File: src/rtl/uart2wifi_core_uart_rx.sv
// UART receive front end: 2-flop synchronizer, oversampled 8N1 deframer and a small
// receive FIFO with a valid/ready handshake toward the command/register path.
module uart2wifi_core_uart_rx #(
    parameter int unsigned OVERSAMPLE = 16,
    parameter int unsigned DATA_BITS  = 8,
    parameter int unsigned FIFO_DEPTH = 4
) (
    input  logic                        clk,
    input  logic                        rst,
    input  logic                        baudtick,
    input  logic                        rx_in,
    output logic [DATA_BITS-1:0]        rx_data,
    output logic                        rx_valid,
    input  logic                        rx_ready,
    output logic [$clog2(FIFO_DEPTH):0] fifo_count,
    output logic                        frame_err,
    output logic                        overrun,
    output logic                        busy
);

    localparam int unsigned PtrW  = $clog2(FIFO_DEPTH);
    localparam int unsigned CntW  = PtrW + 1;
    localparam int unsigned TickW = $clog2(OVERSAMPLE);
    localparam int unsigned BitW  = (DATA_BITS > 1) ? $clog2(DATA_BITS) : 1;

    localparam logic [TickW-1:0] TickMid  = TickW'(OVERSAMPLE / 2 - 1);
    localparam logic [TickW-1:0] TickLast = TickW'(OVERSAMPLE - 1);
    localparam logic [BitW-1:0]  BitLast  = BitW'(DATA_BITS - 1);
    localparam logic [CntW-1:0]  CntFull  = CntW'(FIFO_DEPTH);

    typedef enum logic [1:0] {
        StIdle,
        StStart,
        StData,
        StStop
    } state_e;

    // Synchronizer
    logic sync1_q;
    logic sync2_q;
    logic rx_s;

    always_ff @(posedge clk) begin
        if (rst) begin
            sync1_q <= 1'b1;
            sync2_q <= 1'b1;
        end else begin
            sync1_q <= rx_in;
            sync2_q <= sync1_q;
        end
    end

    assign rx_s = sync2_q;

    // Deframer state
    state_e               state_q, state_d;
    logic [TickW-1:0]     tick_cnt_q, tick_cnt_d;
    logic [BitW-1:0]      bit_cnt_q, bit_cnt_d;
    logic [DATA_BITS-1:0] shift_q, shift_d;
    logic                 frame_err_q, frame_err_d;
    logic                 overrun_q, overrun_d;

    // FIFO state
    logic [DATA_BITS-1:0] mem_q [FIFO_DEPTH];
    logic [PtrW-1:0]      wr_ptr_q;
    logic [PtrW-1:0]      rd_ptr_q;
    logic [CntW-1:0]      count_q;
    logic                 push;
    logic                 pop;
    logic                 full;

    assign rx_valid   = (count_q != '0);
    assign full       = (count_q == CntFull);
    assign pop        = rx_valid & rx_ready;
    assign rx_data    = mem_q[rd_ptr_q];
    assign fifo_count = count_q;
    assign frame_err  = frame_err_q;
    assign overrun    = overrun_q;
    assign busy       = (state_q != StIdle);

    always_comb begin
        state_d     = state_q;
        tick_cnt_d  = tick_cnt_q;
        bit_cnt_d   = bit_cnt_q;
        shift_d     = shift_q;
        push        = 1'b0;
        frame_err_d = 1'b0;
        overrun_d   = 1'b0;

        if (baudtick) begin
            unique case (state_q)
                StIdle: begin
                    if (!rx_s) begin
                        state_d    = StStart;
                        tick_cnt_d = '0;
                    end
                end
                StStart: begin
                    // Half a bit in: still low means a real start bit, else a glitch.
                    if (tick_cnt_q == TickMid) begin
                        if (!rx_s) begin
                            state_d    = StData;
                            tick_cnt_d = '0;
                            bit_cnt_d  = '0;
                        end else begin
                            state_d = StIdle;
                        end
                    end else begin
                        tick_cnt_d = tick_cnt_q + 1'b1;
                    end
                end
                StData: begin
                    if (tick_cnt_q == TickLast) begin
                        shift_d    = {rx_s, shift_q[DATA_BITS-1:1]};
                        tick_cnt_d = '0;
                        if (bit_cnt_q == BitLast) begin
                            state_d = StStop;
                        end else begin
                            bit_cnt_d = bit_cnt_q + 1'b1;
                        end
                    end else begin
                        tick_cnt_d = tick_cnt_q + 1'b1;
                    end
                end
                StStop: begin
                    if (tick_cnt_q == TickLast) begin
                        state_d    = StIdle;
                        tick_cnt_d = '0;
                        // A simultaneous pop frees a slot, so a full FIFO still accepts.
                        if (!rx_s) begin
                            frame_err_d = 1'b1;
                        end else if (full && !pop) begin
                            overrun_d = 1'b1;
                        end else begin
                            push = 1'b1;
                        end
                    end else begin
                        tick_cnt_d = tick_cnt_q + 1'b1;
                    end
                end
                default: state_d = StIdle;
            endcase
        end
    end

    always_ff @(posedge clk) begin
        if (rst) begin
            state_q     <= StIdle;
            tick_cnt_q  <= '0;
            bit_cnt_q   <= '0;
            shift_q     <= '0;
            frame_err_q <= 1'b0;
            overrun_q   <= 1'b0;
        end else begin
            state_q     <= state_d;
            tick_cnt_q  <= tick_cnt_d;
            bit_cnt_q   <= bit_cnt_d;
            shift_q     <= shift_d;
            frame_err_q <= frame_err_d;
            overrun_q   <= overrun_d;
        end
    end

    always_ff @(posedge clk) begin
        if (rst) begin
            wr_ptr_q <= '0;
            rd_ptr_q <= '0;
            count_q  <= '0;
            for (int i = 0; i < int'(FIFO_DEPTH); i++) begin
                mem_q[i] <= '0;
            end
        end else begin
            if (push) begin
                mem_q[wr_ptr_q] <= shift_q;
                wr_ptr_q        <= wr_ptr_q + 1'b1;
            end
            if (pop) begin
                rd_ptr_q <= rd_ptr_q + 1'b1;
            end
            unique case ({push, pop})
                2'b10:   count_q <= count_q + 1'b1;
                2'b01:   count_q <= count_q - 1'b1;
                default: count_q <= count_q;
            endcase
        end
    end

endmodule

File: config.mk
export PLATFORM = sky130hd
export DESIGN_NAME = uart2wifi_core_uart_rx
export DESIGN_NICKNAME = d
export VERILOG_FILES = /design/src/rtl/uart2wifi_core_uart_rx.sv
export SDC_FILE = /design/constraint.sdc
export NUM_CORES = 1
export LEC_CHECK = 0
export ABC_AREA = 1
export CAP_MARGIN = 20
export CORE_ASPECT_RATIO = 0.6
export CORE_MARGIN = 1
export CORE_UTILIZATION = 40
export DETAILED_ROUTE_END_ITERATION = 8
export PLACE_DENSITY = 0.61
export SLEW_MARGIN = 10
export SYNTH_ARGS = -nofsm -noshare
export SYNTH_HDL_FRONTEND = slang
export SYNTH_SLANG_ARGS = --single-unit
File: constraint.sdc
create_clock -name clk -period 2 [get_ports clk]
set_clock_uncertainty 0.1 [all_clocks]
set_input_delay 0.3 -clock clk [delete_from_list [all_inputs] [get_ports clk]]
set_output_delay 0.3 -clock clk [all_outputs]
set_load 0.02 [all_outputs]
## After elaboration in Yosys (flattened, before gate mapping)

Memories as Yosys holds them, arrays and structs flattened. A register that Yosys moved wholly into a read port is not among the register bits.
Index checks and enable logic that the tools add are counted.

- ROM bits: 0
- Input bits: 5
- Bits in registers: 28
- Output and inout port bits: 15
- Word-level logic and storage cells: 87
- Memory bits (writable): 32
- Memories: 1
- Latch bits: 0

- Bitwise operators: 5
- Reductions and logical operators: 14
- Shifts and indexed selects: 0
- Divide/modulo/power cells: 0
- Add/sub/neg operators: 6
- Equal/unequal tests: 16
- Order comparisons: 0
- Muxes and demuxes: 34
- $mul: 0

Memory list:

| name | depth | bits a word | rd ports | clocked after Yosys merged registers in | write ports | line | RTL |
|---|---|---|---|---|---|---|---|
| mem_q | 4 | 8 | 1 | 1 | 4 | 64 | `logic [DATA_BITS-1:0] mem_q [FIFO_DEPTH];` |

Operators by type and width:

| operator | number |
|---|---|
| $mux 2 | 9 |
| $ne 2x2->1 const B | 7 |
| $mux 1 | 13 |
| $mux 3 | 4 |
| $mux 4 | 3 |
| $pmux 3 s2 | 2 |
| $pmux 4 s3 | 1 |
| $reduce_and 6->1 | 2 |
| $mux 8 | 1 |
| $pmux 2 s4 | 1 |
| $reduce_or 8->1 | 1 |
| $add 3x1->3 const B | 2 |
| $eq 2x2->1 const B | 3 |
| $eq 3x3->1 const B | 2 |
| $reduce_bool 2->1 | 3 |
| $reduce_or 5->1 | 1 |
| $add 2x1->2 const B | 2 |
| $add 4x1->4 const B | 1 |
| $eq 2x1->1 const B | 2 |
| $eq 4x3->1 const B | 1 |
| $eq 4x4->1 const B | 1 |
| $not 1->1 | 4 |
| $reduce_or 4->1 | 1 |
| $reduce_and 3->1 | 1 |
| 7 further kinds | 7 |

## Longest topological paths before layout

Gate-level depths: netlist (run 1).

- Word-level depth: 14
- Depth in mapped cells: 11
- Gate-level depth less buffers: 11

## Least setup slack after synthesis (run 1)

No wires, ideal clock.

- Path kind: register -> register
- Start point: reg tick_cnt_q[0]
- End point: mem mem_q[3][0], enable pin
- Data required time: 1.513 ns
- Arrival: 1.693 ns
- Buffers on the path: 0
- Stages on the path, launching flop included: 6
- Library setup time: 0.387 ns
- Period minus slack after synthesis: 2.180 ns
- Path slack: -0.180 ns
- Path through: dfxtp_1 > ha_1 > nand3_4 > nor2_4 > nand4_4 > o31ai_1

RTL lines:

| element | line | RTL |
|---|---|---|
| from (decl) | 57 | `logic [TickW-1:0] tick_cnt_q, tick_cnt_d;` |
| from (signal assigned) | 156 | `tick_cnt_q <= tick_cnt_d;` |
| to (decl) | 64 |  |

==> impl_summary.txt, run 1 <==
----------------------------------------------------
[Clocking]
  Reg clk slew, reported paths ... 0.05 ns
  # hold bufs at CTS ... 0
  Post-CTS setup-driven buffer insertion count ... 0
  CTS root buf ... sky130_fd_sc_hd__clkbuf_16
  Clock H-tree levels ... 3
  Number of sinks handled by clock tree synthesis ... 62
  TritonCTS clock tree ... yes
  Num CTS Buffers ... 9
  Insertion delay of the later-clocked pin in the worst-skew pair ... 0.32 ns
  Maximum clock path buffer count ... 2

[Finish]
  Relative area change from synthesis to final layout ... 30.8%
  Number of diodes added for antenna fixing ... 0
  Share of the core filled with cells ... 0.564
  Finished Layout Cells ... 442
  Share of layout cells above drive strength 1 ... 0.209
  Final Net Count ... 363
  Final non-filler cell area ... 3580 sq um

[Yosys]
  Leading post-synthesis cells by instance count ... sky130_fd_sc_hd__nor2_1 (65), sky130_fd_sc_hd__nand2_1 (35), sky130_fd_sc_hd__edfxtp_1 (32), sky130_fd_sc_hd__o21ai_0 (32), sky130_fd_sc_hd__dfxtp_1 (30)
  Number of nets in the synthesized netlist ... 307
  Dominant synthesized flop cell ... sky130_fd_sc_hd__edfxtp_1
  Cell with the most instances after synthesis ... sky130_fd_sc_hd__nor2_1
  Area share of the largest cell type after synthesis ... 0.351
  EDFF count, synth ... 32
  Count of unique library cells instantiated by Yosys ... 27
  Number of synthesized register bits ... 62
  Sequential area share after synthesis ... 0.570
  Cell count after synthesis ... 297
  Cell types occupying the most area after synthesis ... sky130_fd_sc_hd__edfxtp_1 (35%), sky130_fd_sc_hd__dfxtp_1 (22%), sky130_fd_sc_hd__nor2_1 (8.9%)
  Fraction of registers with async set/reset ... 0
  Post-synthesis cell type with the largest combined area ... sky130_fd_sc_hd__edfxtp_1
  Count of synthesis-stage warnings from yosys ... 0
  Post-Syn Area per Cell ... 9.23 sq um
  Area of the mapped netlist ... 2740 sq um

[STA]
  RSZ-0062 raised after global routing ... yes
  Max Freq ... 0.523 GHz
  Worst Hold Slack ... 0.306 ns
  Worst Max-Slew Pin Slew ... 0.420 ns
  Remaining max-slew budget at the tightest pin ... 0.719
  Setup TNS ... 0 ns
  Post-layout min period ... 1.91 ns
  Final worst path period share ... 0.955
  Final count of negative-setup-slack endpoints ... 0
  Count of pins over their slew limit ... 0
  Hold Violations, Final ... 0
  Final worst setup slack ... 0.0890 ns

[Global routing]
  Antenna violations before repair ... 0
  Vias in the first global route ... 2070
  First-pass GRT wire length ... 10600 um
  Total routing resource utilization after global routing ... 0.203
  Largest net degree at the start of global routing ... 17
  Overflow left after global routing ... 0

[Worst hold path]
  Hold_sp ... sync1_q$_SDFF_PP1_
  Hold Crit Endpoint ... rx_s$_SDFF_PP1_
  Worst min-delay path category ... reg -> reg
  Number of cells on the worst hold path ... 1

[Worst setup path]
  Ordered cell list for the critical path ... buf_4, o21ai_0, o22ai_1, clkdlybuf4s15_1
  Worst-case register-to-register setup slack ... 0.13 ns
  CP max FO ... 8
  Longest individual stage delay on the worst path ... 0.38 ns
  Capture point of the worst reg-to-reg path ... fifo_count[1]$_SDFFE_PP0P_
  CP endpoint kind ... output port
  WP data required ... 1.60 ns
  Worst Reg-to-Reg Cells ... 8
  Element type at the critical path start ... flip-flop
  Highest-delay cell along the critical path ... sky130_fd_sc_hd__dfxtp_2
  FF-to-FF Start ... tick_cnt_q[0]$_SDFFE_PP0P_
  Worst endpoint data arrival time ... 1.51 ns
  Critical path class ... reg -> out

[Drt]
  DRC ... 0
  Routed WL per cell ... 14.1 um
  Number of nets with antenna violations after routing ... 0
  Starting DRT DRC Count ... 142
  Routed vias ... 2232
  Final wirelength ... 6230 um
  Via-to-Cell Ratio ... 5.05
  Pre-Repair DR Iteration Count ... 5

[Die]
  I/O pin total ... 20
  Starting density of the core ... 0.431
  Number of placement rows ... 22
  Total core area ... 6360 sq um
  Die Wd ... 109 um
  Floorplan die area ... 7200 sq um
  Die height ... 66.1 um

[Placed design]
  Cell area after placement ... 3270 sq um
  GPL Wtd Cong ... 0.816
  IO buf count ... 19
  HPWL after DPL ... 4590 um
  Post-Place Setup Slack ... -0.260 ns
  Inst Count DP ... 426

[Power and ir drop]
  Max IR drop VDD ... 0.000427 V
  Static leakage power ... 1.36 nW
  Total power draw ... 3.28 mW
  Power per unit of standard cell area ... 916 nW/um^2

[Outcome]
  Result of the run ... finished, final reports clean

[Job]
  Max-cap viol count ... 0

----------------------------------------------------
critical path, delay by kind of cell (launching register included):
family | cells | cell delay, ns
buf+inv | 2 | 0.49
flops | 1 | 0.38
compound gates | 2 | 0.32
layout by cell type, fill, tap and decap left out, types with 4 or more instances in the layout:
| master | instances |
|---|---|
| sky130_fd_sc_hd__clkbuf_16 | 9 |
| sky130_fd_sc_hd__inv_1 | 28 |
| sky130_fd_sc_hd__o22ai_1 | 8 |
| sky130_fd_sc_hd__nor2_1 | 64 |
| sky130_fd_sc_hd__a21oi_1 | 21 |
| sky130_fd_sc_hd__clkdlybuf4s50_1 | 10 |
| sky130_fd_sc_hd__nand2_1 | 34 |
| sky130_fd_sc_hd__edfxtp_1 | 32 |
| sky130_fd_sc_hd__dfxtp_2 | 6 |
| sky130_fd_sc_hd__o21ai_0 | 28 |
| sky130_fd_sc_hd__dfxtp_1 | 24 |
| sky130_fd_sc_hd__dlygate4sd2_1 | 5 |
| sky130_fd_sc_hd__buf_4 | 33 |
| sky130_fd_sc_hd__nand3_1 | 9 |
| sky130_fd_sc_hd__o21ai_1 | 4 |
state kept, by name, summed over array words and instances, names as in the netlist, named ones only:
| register | flops |
|---|---|
| shift_q | 8 |
| state_q | 1 |
| sync1_q | 1 |
| fifo_count | 3 |
| overrun | 1 |
| tick_cnt_q | 4 |
| wr_ptr_q | 2 |
| rx_s | 1 |
| bit_cnt_q | 3 |
| rd_ptr_q | 2 |
| frame_err | 1 |
| mem_q | 32 |
where the power goes:
part | switching (mW) | internal [mW]
logic | 0.224 | 0.167
clock network | 0.513 | 0.954
registers | 0.0362 | 1.39
total | 0.774 | 2.51
repair_timing:
action,CTS,global route
pin swaps,0,1
endpoints found under the setup margin,8,23
cloned,0,0
gates resized for setup,12,13
cells by family (layout without fill, tap and decap cells):
family,Yosys count,count (layout),share of synthesized area
AND/OR/NAND/NOR,127,127,0.223
AO/OA/AOI/OAI,66,66,0.129
buffers and inverters,37,98,0.0525
adder cells (fa/ha/maj),5,5,0.0256
flip-flops,62,62,0.570
layer usage:
layer / wire [um] / share of wire / global-route usage / vias up
met5: 0 / 0 / 0 / -
li1: - / - / - / 1120
met1: 3370 / 0.54 / 0.311 / 1043
met4: 74 / 0.012 / 0.0760 / 0
met3: 347 / 0.056 / 0.0591 / 9
met2: 2430 / 0.39 / 0.263 / 60
how the worst max path moves through the flow:
| stage | startpoint | end | depth (start not counted) |
|---|---|---|---|
| final | flip-flop | rx_data[6] | 4 |
| after floorplan | tick_cnt_q[0]$_SDFFE_PP0P_ | fifo_count[2]$_SDFFE_PP0P_ | 11 |
| after detailed placement | rx_ready | fifo_count[2]$_SDFFE_PP0P_ | 11 |
| after global routing | tick_cnt_q[0]$_SDFFE_PP0P_ | fifo_count[2]$_SDFFE_PP0P_ | 11 |
| after CTS | tick_cnt_q[0]$_SDFFE_PP0P_ | fifo_count[2]$_SDFFE_PP0P_ | 11 |
| after global placement | rx_ready | fifo_count[2]$_SDFFE_PP0P_ | 11 |
area by class of cell:
cell class / instances / area (sq um)
fill: 571 / 2780
tap: 84 / 105
inverter: 30 / 113
multi-input combinational: 198 / 1080
clock inverter: 5 / 51.3
clock buffer: 11 / 233
sequential: 62 / 1570
timing repair buffer: 52 / 434
Power figures use the tool's default switching activity.
==> run 2: changes to the inputs <==
--- a/config.mk
+++ b/config.mk
@@ -10,8 +10,10 @@
 export CORE_ASPECT_RATIO = 0.6
 export CORE_MARGIN = 1
 export CORE_UTILIZATION = 40
+export CTS_CLUSTER_DIAMETER = 120
 export DETAILED_ROUTE_END_ITERATION = 8
 export PLACE_DENSITY = 0.61
+export SKIP_CTS_REPAIR_TIMING = 1
 export SLEW_MARGIN = 10
 export SYNTH_ARGS = -nofsm -noshare
 export SYNTH_HDL_FRONTEND = slang
==> impl_summary.txt, run 2 (synthesis results as in run 1) <==
----------------------------------------------------
[Worst setup path]
  Worst-case register-to-register setup slack ... 0.05 ns (was 0.13 ns)
  Crit path top cell by count ... sky130_fd_sc_hd__ha_4
  Longest individual stage delay on the worst path ... 0.41 ns (was 0.38 ns)
  WP data required ... 2.11 ns (was 1.60 ns)
  Gate family responsible for the most delay along the worst path ... adder cells (was buffers and inverters)
  FF-to-FF Start ... tick_cnt_q[1]$_SDFFE_PP0P_ (was tick_cnt_q[0]$_SDFFE_PP0P_)
  Ordered cell list for the critical path ... ha_4, nand3_4, nor2_4, nand4_4, ha_4, inv_2, fa_2, a21oi_2, o21ai_2, o21ai_1, a21oi_1 (was buf_4, o21ai_0, o22ai_1, clkdlybuf4s15_1)
  Worst endpoint data arrival time ... 2.06 ns (was 1.51 ns)
  CP max FO ... 2 (was 8)
  CP endpoint kind ... flip-flop (was output port)
  Timing startpoint of the critical path ... tick_cnt_q[1]$_SDFFE_PP0P_
  Highest-delay cell along the critical path ... sky130_fd_sc_hd__fa_2 (was sky130_fd_sc_hd__dfxtp_2)
  Sum of buffers and inverters on the critical path ... 1 (was 2)
  Element type at the critical path start ... flip-flop (unchanged)
  Critical path class ... reg -> reg (was reg -> out)

[Global routing]
  Met1 capacity usage during global routing ... 0.307 (was 0.311)
  Largest net degree at the start of global routing ... 17 (unchanged)
  Overflow left after global routing ... 0 (unchanged)
  Antenna violations before repair ... 0 (unchanged)
  Total routing resource utilization after global routing ... 0.203 (about the same)
  Met2 Usage GRT ... 0.263 (unchanged)
  Vias in the first global route ... 2071 (was 2070)
  Routing usage on met3 ... 0.0640 (was 0.0591)
  First-pass GRT wire length ... 10500 um (was 10600 um)
  Most crowded layer after global routing ... met1 (unchanged)

[Job]
  Max-cap viol count ... 0 (unchanged)

[Placed design]
  IO buf count ... 19 (unchanged)
  GPL Wtd Cong ... 0.816 (unchanged)
  Post-Place Setup Slack ... -0.260 ns (unchanged)
  HPWL after DPL ... 4590 um (unchanged)
  Inst Count DP ... 426 (unchanged)

[Clocking]
  Number of sinks handled by clock tree synthesis ... 62 (unchanged)
  CTS root buf ... sky130_fd_sc_hd__clkbuf_16 (unchanged)
  TritonCTS clock tree ... yes (unchanged)
  Reg clk slew, reported paths ... 0.05 ns (about the same)
  Clock H-tree levels ... 3 (unchanged)
  Insertion delay of the later-clocked pin in the worst-skew pair ... 0.32 ns (about the same)
  Maximum clock path buffer count ... 2 (unchanged)
  Num CTS Buffers ... 9 (unchanged)

[Finish]
  Final Net Count ... 363 (unchanged)
  Footprint of the flip-flops and latches ... 1570 sq um (unchanged)
  Share of layout cells above drive strength 1 ... 0.223 (was 0.209)
  Finished Layout Cells ... 442 (unchanged)
  Biggest registers after layout ... mem_q: 32 flops, shift_q: 8 flops, tick_cnt_q: 4 flops (unchanged)
  Largest reg by FF count ... mem_q (unchanged)
  Relative area change from synthesis to final layout ... 32.6% (was 30.8%)
  Most common cell after layout, fill and taps aside ... sky130_fd_sc_hd__nor2_1 (unchanged)
  Most used cells in the layout excluding fill and tap cells ... sky130_fd_sc_hd__nor2_1 (64), sky130_fd_sc_hd__nand2_1 (33), sky130_fd_sc_hd__buf_4 (33), sky130_fd_sc_hd__edfxtp_1 (32), sky130_fd_sc_hd__o21ai_0 (30) (was sky130_fd_sc_hd__nor2_1 (64), sky130_fd_sc_hd__nand2_1 (34), sky130_fd_sc_hd__buf_4 (33), sky130_fd_sc_hd__edfxtp_1 (32))
  Number of diodes added for antenna fixing ... 0 (unchanged)
  Area of the multi-input gates ... 1100 sq um (was 1080 sq um)
  Flip-flop count of the largest register, all copies and words added ... 32 (unchanged)
  Filler cell count ... 564 (was 571)

[STA]
  Final count of negative-setup-slack endpoints ... 0 (unchanged)
  Remaining max-slew budget at the tightest pin ... 0.727 (was 0.719)
  Worst Max-Slew Pin Slew ... 0.409 ns (was 0.420 ns)
  Worst Hold Slack ... 0.306 ns (about the same)
  Count of pins over their slew limit ... 0 (unchanged)
  Final worst setup slack ... 0.0525 ns (was 0.0890 ns)
  Final worst path period share ... 0.974 (was 0.955)
  Setup TNS ... 0 ns (unchanged)
  Max Freq ... 0.513 GHz (was 0.523 GHz)
  Post-layout min period ... 1.95 ns (was 1.91 ns)
  Hold Violations, Final ... 0 (unchanged)

[Die]
  Die height ... 66.1 um (unchanged)
  Starting density of the core ... 0.431 (unchanged)
  Die Wd ... 109 um (unchanged)
  I/O pin total ... 20 (unchanged)
  Floorplan die area ... 7200 sq um (unchanged)
  Number of placement rows ... 22 (unchanged)
  Total core area ... 6360 sq um (unchanged)

[Worst hold path]
  Worst min-delay path category ... reg -> reg (unchanged)
  Hold_sp ... sync1_q$_SDFF_PP1_ (unchanged)

[Drt]
  Routed vias ... 2240 (was 2232)
  Final wirelength ... 6360 um (was 6230 um)
  Starting DRT DRC Count ... 155 (was 142)
  Via-to-Cell Ratio ... 5.07 (was 5.05)
  Pre-Repair DR Iteration Count ... 4 (was 5)
  Routed WL per cell ... 14.4 um (was 14.1 um)
  Number of nets with antenna violations after routing ... 0 (unchanged)
  DRC ... 0 (unchanged)

[Outcome]
  Result of the run ... finished, final reports clean (unchanged)

[Power and ir drop]
  Max IR drop VDD ... 0.000426 V (was 0.000427 V)
  Static leakage power ... 1.44 nW (was 1.36 nW)
  Power per unit of standard cell area ... 910 nW/um^2 (was 916 nW/um^2)

----------------------------------------------------
run 2: cell types whose count changed in the layout (fill, tap and decap cells not counted), sizes merged:
cell / delta
dlygate4sd2: -5
clkdlybuf4s15: -3
dlymetal6s2s: +8
run 2: final cells by class:
class                   instances  share of cell area
multi-input cells             198               0.303
flip-flops and latches         62               0.432
well taps                      84              0.0289
clock inverters                 5              0.0141
clock buffers                  11              0.0641
repair buffers                 52               0.127
inverters                      30              0.0310
run 2: worst reg2reg max path, cell delays in order (launching register included):
cell                      delay [ns]
sky130_fd_sc_hd__dfxtp_2        0.33
sky130_fd_sc_hd__ha_4           0.18
sky130_fd_sc_hd__nand3_4        0.09
sky130_fd_sc_hd__nor2_4         0.05
sky130_fd_sc_hd__nand4_4        0.09
sky130_fd_sc_hd__ha_4           0.14
sky130_fd_sc_hd__inv_2          0.04
sky130_fd_sc_hd__fa_2           0.41
sky130_fd_sc_hd__a21oi_2        0.16
sky130_fd_sc_hd__o21ai_2        0.08
sky130_fd_sc_hd__o21ai_1        0.13
sky130_fd_sc_hd__a21oi_1        0.05
run 2: final timing paths:
kind / end / cells after the start
setup reg to reg: fifo_count[2]$_SDFFE_PP0P_ / 11
hold reg to reg: rx_s$_SDFF_PP1_ / 1
setup / recovery: fifo_count[2]$_SDFFE_PP0P_ / 11
hold / removal: rx_s$_SDFF_PP1_ / 1
run 2: stage by stage:
step	util	instance area, sq um	total power [mW]
2_1_floorplan	-	2760	1.66
3_3_place_gp	0.515	3270	1.84
5_1_grt	0.571	3630	3.45
6_report	0.571	3630	3.31
4_1_cts	0.559	3560	3.32
3_5_place_dp	0.515	3270	1.85
run 2: per-layer routing:
| layer | vias up | share of wire |
|---|---|---|
| li1 | 1123 | - |
| met1 | 1050 | 0.53 |
| met2 | 58 | 0.40 |
| met3 | 9 | 0.061 |
| met4 | 0 | 0.012 |
| met5 | - | 0 |
run 2: where the power goes:
part           internal, mW  switching, mW
Sequential             1.39         0.0360
Clock                 0.954          0.512
Combinational         0.187          0.232
Total                  2.53          0.779
==> run 3: changes to the inputs <==
--- a/config.mk
+++ b/config.mk
@@ -12,7 +12,6 @@
 export CORE_UTILIZATION = 40
 export CTS_CLUSTER_DIAMETER = 120
 export DETAILED_ROUTE_END_ITERATION = 8
-export PLACE_DENSITY = 0.61
 export SKIP_CTS_REPAIR_TIMING = 1
 export SLEW_MARGIN = 10
 export SYNTH_ARGS = -nofsm -noshare
==> impl_summary.txt, run 3 (synthesis results as in run 1) <==
----------------------------------------------------
[Finish]
  Most used cells in the layout excluding fill and tap cells ... sky130_fd_sc_hd__nor2_1 (64), sky130_fd_sc_hd__nand2_1 (35), sky130_fd_sc_hd__buf_4 (33), sky130_fd_sc_hd__edfxtp_1 (32), sky130_fd_sc_hd__o21ai_0 (30) (was sky130_fd_sc_hd__nor2_1 (64), sky130_fd_sc_hd__nand2_1 (33), sky130_fd_sc_hd__buf_4 (33), sky130_fd_sc_hd__edfxtp_1 (32), sky130_fd_sc_hd__o21ai_0 (30))
  Filler cell count ... 565 (was 564)
  Share of layout cells above drive strength 1 ... 0.209 (was 0.223)
  Final Net Count ... 363 (unchanged)
  Biggest registers after layout ... mem_q: 32 flops, shift_q: 8 flops, tick_cnt_q: 4 flops (unchanged)
  Most common cell after layout, fill and taps aside ... sky130_fd_sc_hd__nor2_1 (unchanged)
  Final non-filler cell area ... 3610 sq um (was 3630 sq um)
  Relative area change from synthesis to final layout ... 31.8% (was 32.6%)
  Flip-flop count of the largest register, all copies and words added ... 32 (unchanged)
  Largest reg by FF count ... mem_q (unchanged)
  Number of diodes added for antenna fixing ... 0 (unchanged)

[Placed design]
  Cell area after placement ... 3270 sq um (unchanged)
  GPL Wtd Cong ... 0.787 (was 0.816)
  Post-Place Setup Slack ... -0.262 ns (was -0.260 ns)
  HPWL after DPL ... 4760 um (was 4590 um)
  IO buf count ... 19 (unchanged)

[Power and ir drop]
  Static leakage power ... 1.45 nW (was 1.44 nW)
  Power per unit of standard cell area ... 930 nW/um^2 (was 910 nW/um^2)
  Max IR drop VDD ... 0.000499 V (was 0.000426 V)

[Worst setup path]
  Element type at the critical path start ... flip-flop (unchanged)
  Gate family responsible for the most delay along the worst path ... adder cells (unchanged)
  Highest-delay cell along the critical path ... sky130_fd_sc_hd__dfxtp_2 (was sky130_fd_sc_hd__fa_2)
  Sum of buffers and inverters on the critical path ... 1 (unchanged)
  CP endpoint kind ... flip-flop (unchanged)
  Ordered cell list for the critical path ... ha_4, nand3_4, nor2_4, nand4_4, ha_1, inv_2, fa_2, a21oi_1, o21ai_1, o21ai_1, a21oi_1 (was ha_4, nand3_4, nor2_4, nand4_4, ha_4, inv_2, fa_2, a21oi_2, o21ai_2, o21ai_1, a21oi_1)
  Critical path class ... reg -> reg (unchanged)
  Worst endpoint data arrival time ... 1.99 ns (was 2.06 ns)
  WP data required ... 2.11 ns (about the same)
  Longest individual stage delay on the worst path ... 0.34 ns (was 0.41 ns)
  CP max FO ... 2 (unchanged)

[STA]
  Post-layout min period ... 1.88 ns (was 1.95 ns)
  Hold Violations, Final ... 0 (unchanged)
  Worst Max-Slew Pin Slew ... 0.427 ns (was 0.409 ns)
  Remaining max-slew budget at the tightest pin ... 0.715 (was 0.727)
  Final worst path period share ... 0.939 (was 0.974)
  Max Freq ... 0.532 GHz (was 0.513 GHz)
  Final worst setup slack ... 0.122 ns (was 0.0525 ns)
  Final count of negative-setup-slack endpoints ... 0 (unchanged)
  Count of pins over their slew limit ... 0 (unchanged)

[Clocking]
  Maximum clock path buffer count ... 2 (unchanged)
  Reg clk slew, reported paths ... 0.05 ns (about the same)
  TritonCTS clock tree ... yes (unchanged)
  Number of sinks handled by clock tree synthesis ... 62 (unchanged)
  Num CTS Buffers ... 9 (unchanged)
  Insertion delay of the later-clocked pin in the worst-skew pair ... 0.32 ns (about the same)
  Clock H-tree levels ... 3 (unchanged)
  CTS root buf ... sky130_fd_sc_hd__clkbuf_16 (unchanged)

[Global routing]
  First-pass GRT wire length ... 10600 um (was 10500 um)
  Vias in the first global route ... 2117 (was 2071)
  Overflow left after global routing ... 0 (unchanged)
  Total routing resource utilization after global routing ... 0.203 (about the same)
  Antenna violations before repair ... 0 (unchanged)
  Largest net degree at the start of global routing ... 19 (was 17)

[Drt]
  Final wirelength ... 6390 um (was 6360 um)
  Routed vias ... 2206 (was 2240)
  Pre-Repair DR Iteration Count ... 4 (unchanged)
  Number of nets with antenna violations after routing ... 0 (unchanged)
  Routed WL per cell ... 14.5 um (was 14.4 um)
  DRC ... 0 (unchanged)
  Starting DRT DRC Count ... 135 (was 155)
  Via-to-Cell Ratio ... 4.99 (was 5.07)

[Die]
  Number of placement rows ... 22 (unchanged)
  Die height ... 66.1 um (unchanged)
  Total core area ... 6360 sq um (unchanged)
  Floorplan die area ... 7200 sq um (unchanged)
  I/O pin total ... 20 (unchanged)
  Starting density of the core ... 0.431 (unchanged)
  Die Wd ... 109 um (unchanged)

[Outcome]
  Result of the run ... finished, final reports clean (unchanged)

[Worst hold path]
  Worst min-delay path category ... reg -> reg (unchanged)

[Job]
  Max-cap viol count ... 0 (unchanged)

----------------------------------------------------
==> run 3: final timing paths <==
| path | start | end | slack [ns] | cells after the start |
|---|---|---|---|---|
| setup / recovery | tick_cnt_q[0]$_SDFFE_PP0P_ | fifo_count[2]$_SDFFE_PP0P_ | 0.12 | 11 |
| hold / removal | sync1_q$_SDFF_PP1_ | rx_s$_SDFF_PP1_ | 0.32 | 1 |
| setup reg to reg | tick_cnt_q[0]$_SDFFE_PP0P_ | fifo_count[2]$_SDFFE_PP0P_ | 0.12 | 11 |
| hold reg to reg | sync1_q$_SDFF_PP1_ | rx_s$_SDFF_PP1_ | 0.32 | 1 |
==> run 3: stage by stage <==
step / power [mW] / cells / utilization / hold WS [ns] / setup TNS (ns)
floorplan: 1.66 / 297 / - / 0.289 / 0
global placement: 1.85 / 426 / 0.515 / 0.297 / -3.06
detailed placement: 1.86 / 426 / 0.515 / 0.303 / -3.77
CTS: 3.39 / 442 / 0.561 / 0.317 / -2.49
global route: 3.49 / 442 / 0.568 / 0.336 / -0.0110
finish: 3.36 / 442 / 0.568 / 0.316 / 0
==> run 3: cell type report <==
cell class / instances / area, sq um / area share
flip-flops and latches: 62 / 1570 / 0.434
multi-input cells: 198 / 1070 / 0.297
repair buffers: 52 / 460 / 0.127
clock buffers: 12 / 246 / 0.0682
inverters: 30 / 113 / 0.0312
well taps: 84 / 105 / 0.0291
clock inverters: 4 / 47.5 / 0.0132
==> run 3: layer usage <==
layer  share of wire  vias to the layer above  track usage
met2            0.42                       54        0.290
met3           0.074                        2       0.0581
met5               0                        -            0
li1                -                     1117            -
met4          0.0016                        0       0.0659
met1            0.50                     1033        0.292
==> run 3: power by group <==
part	switching [mW]	internal (mW)
clock	0.528	0.993
combinational	0.232	0.184
sequential	0.0355	1.39
==> run 3: worst reg2reg max path: cells and delay by family (launching register included) <==
| family | cells | cell delay, ns |
|---|---|---|
| and+or+nand+nor | 3 | 0.22 |
| buffers and inverters | 1 | 0.05 |
| adders and majority gates | 3 | 0.67 |
| AOI/OAI and AO/OA | 4 | 0.40 |
| DFF | 1 | 0.34 |
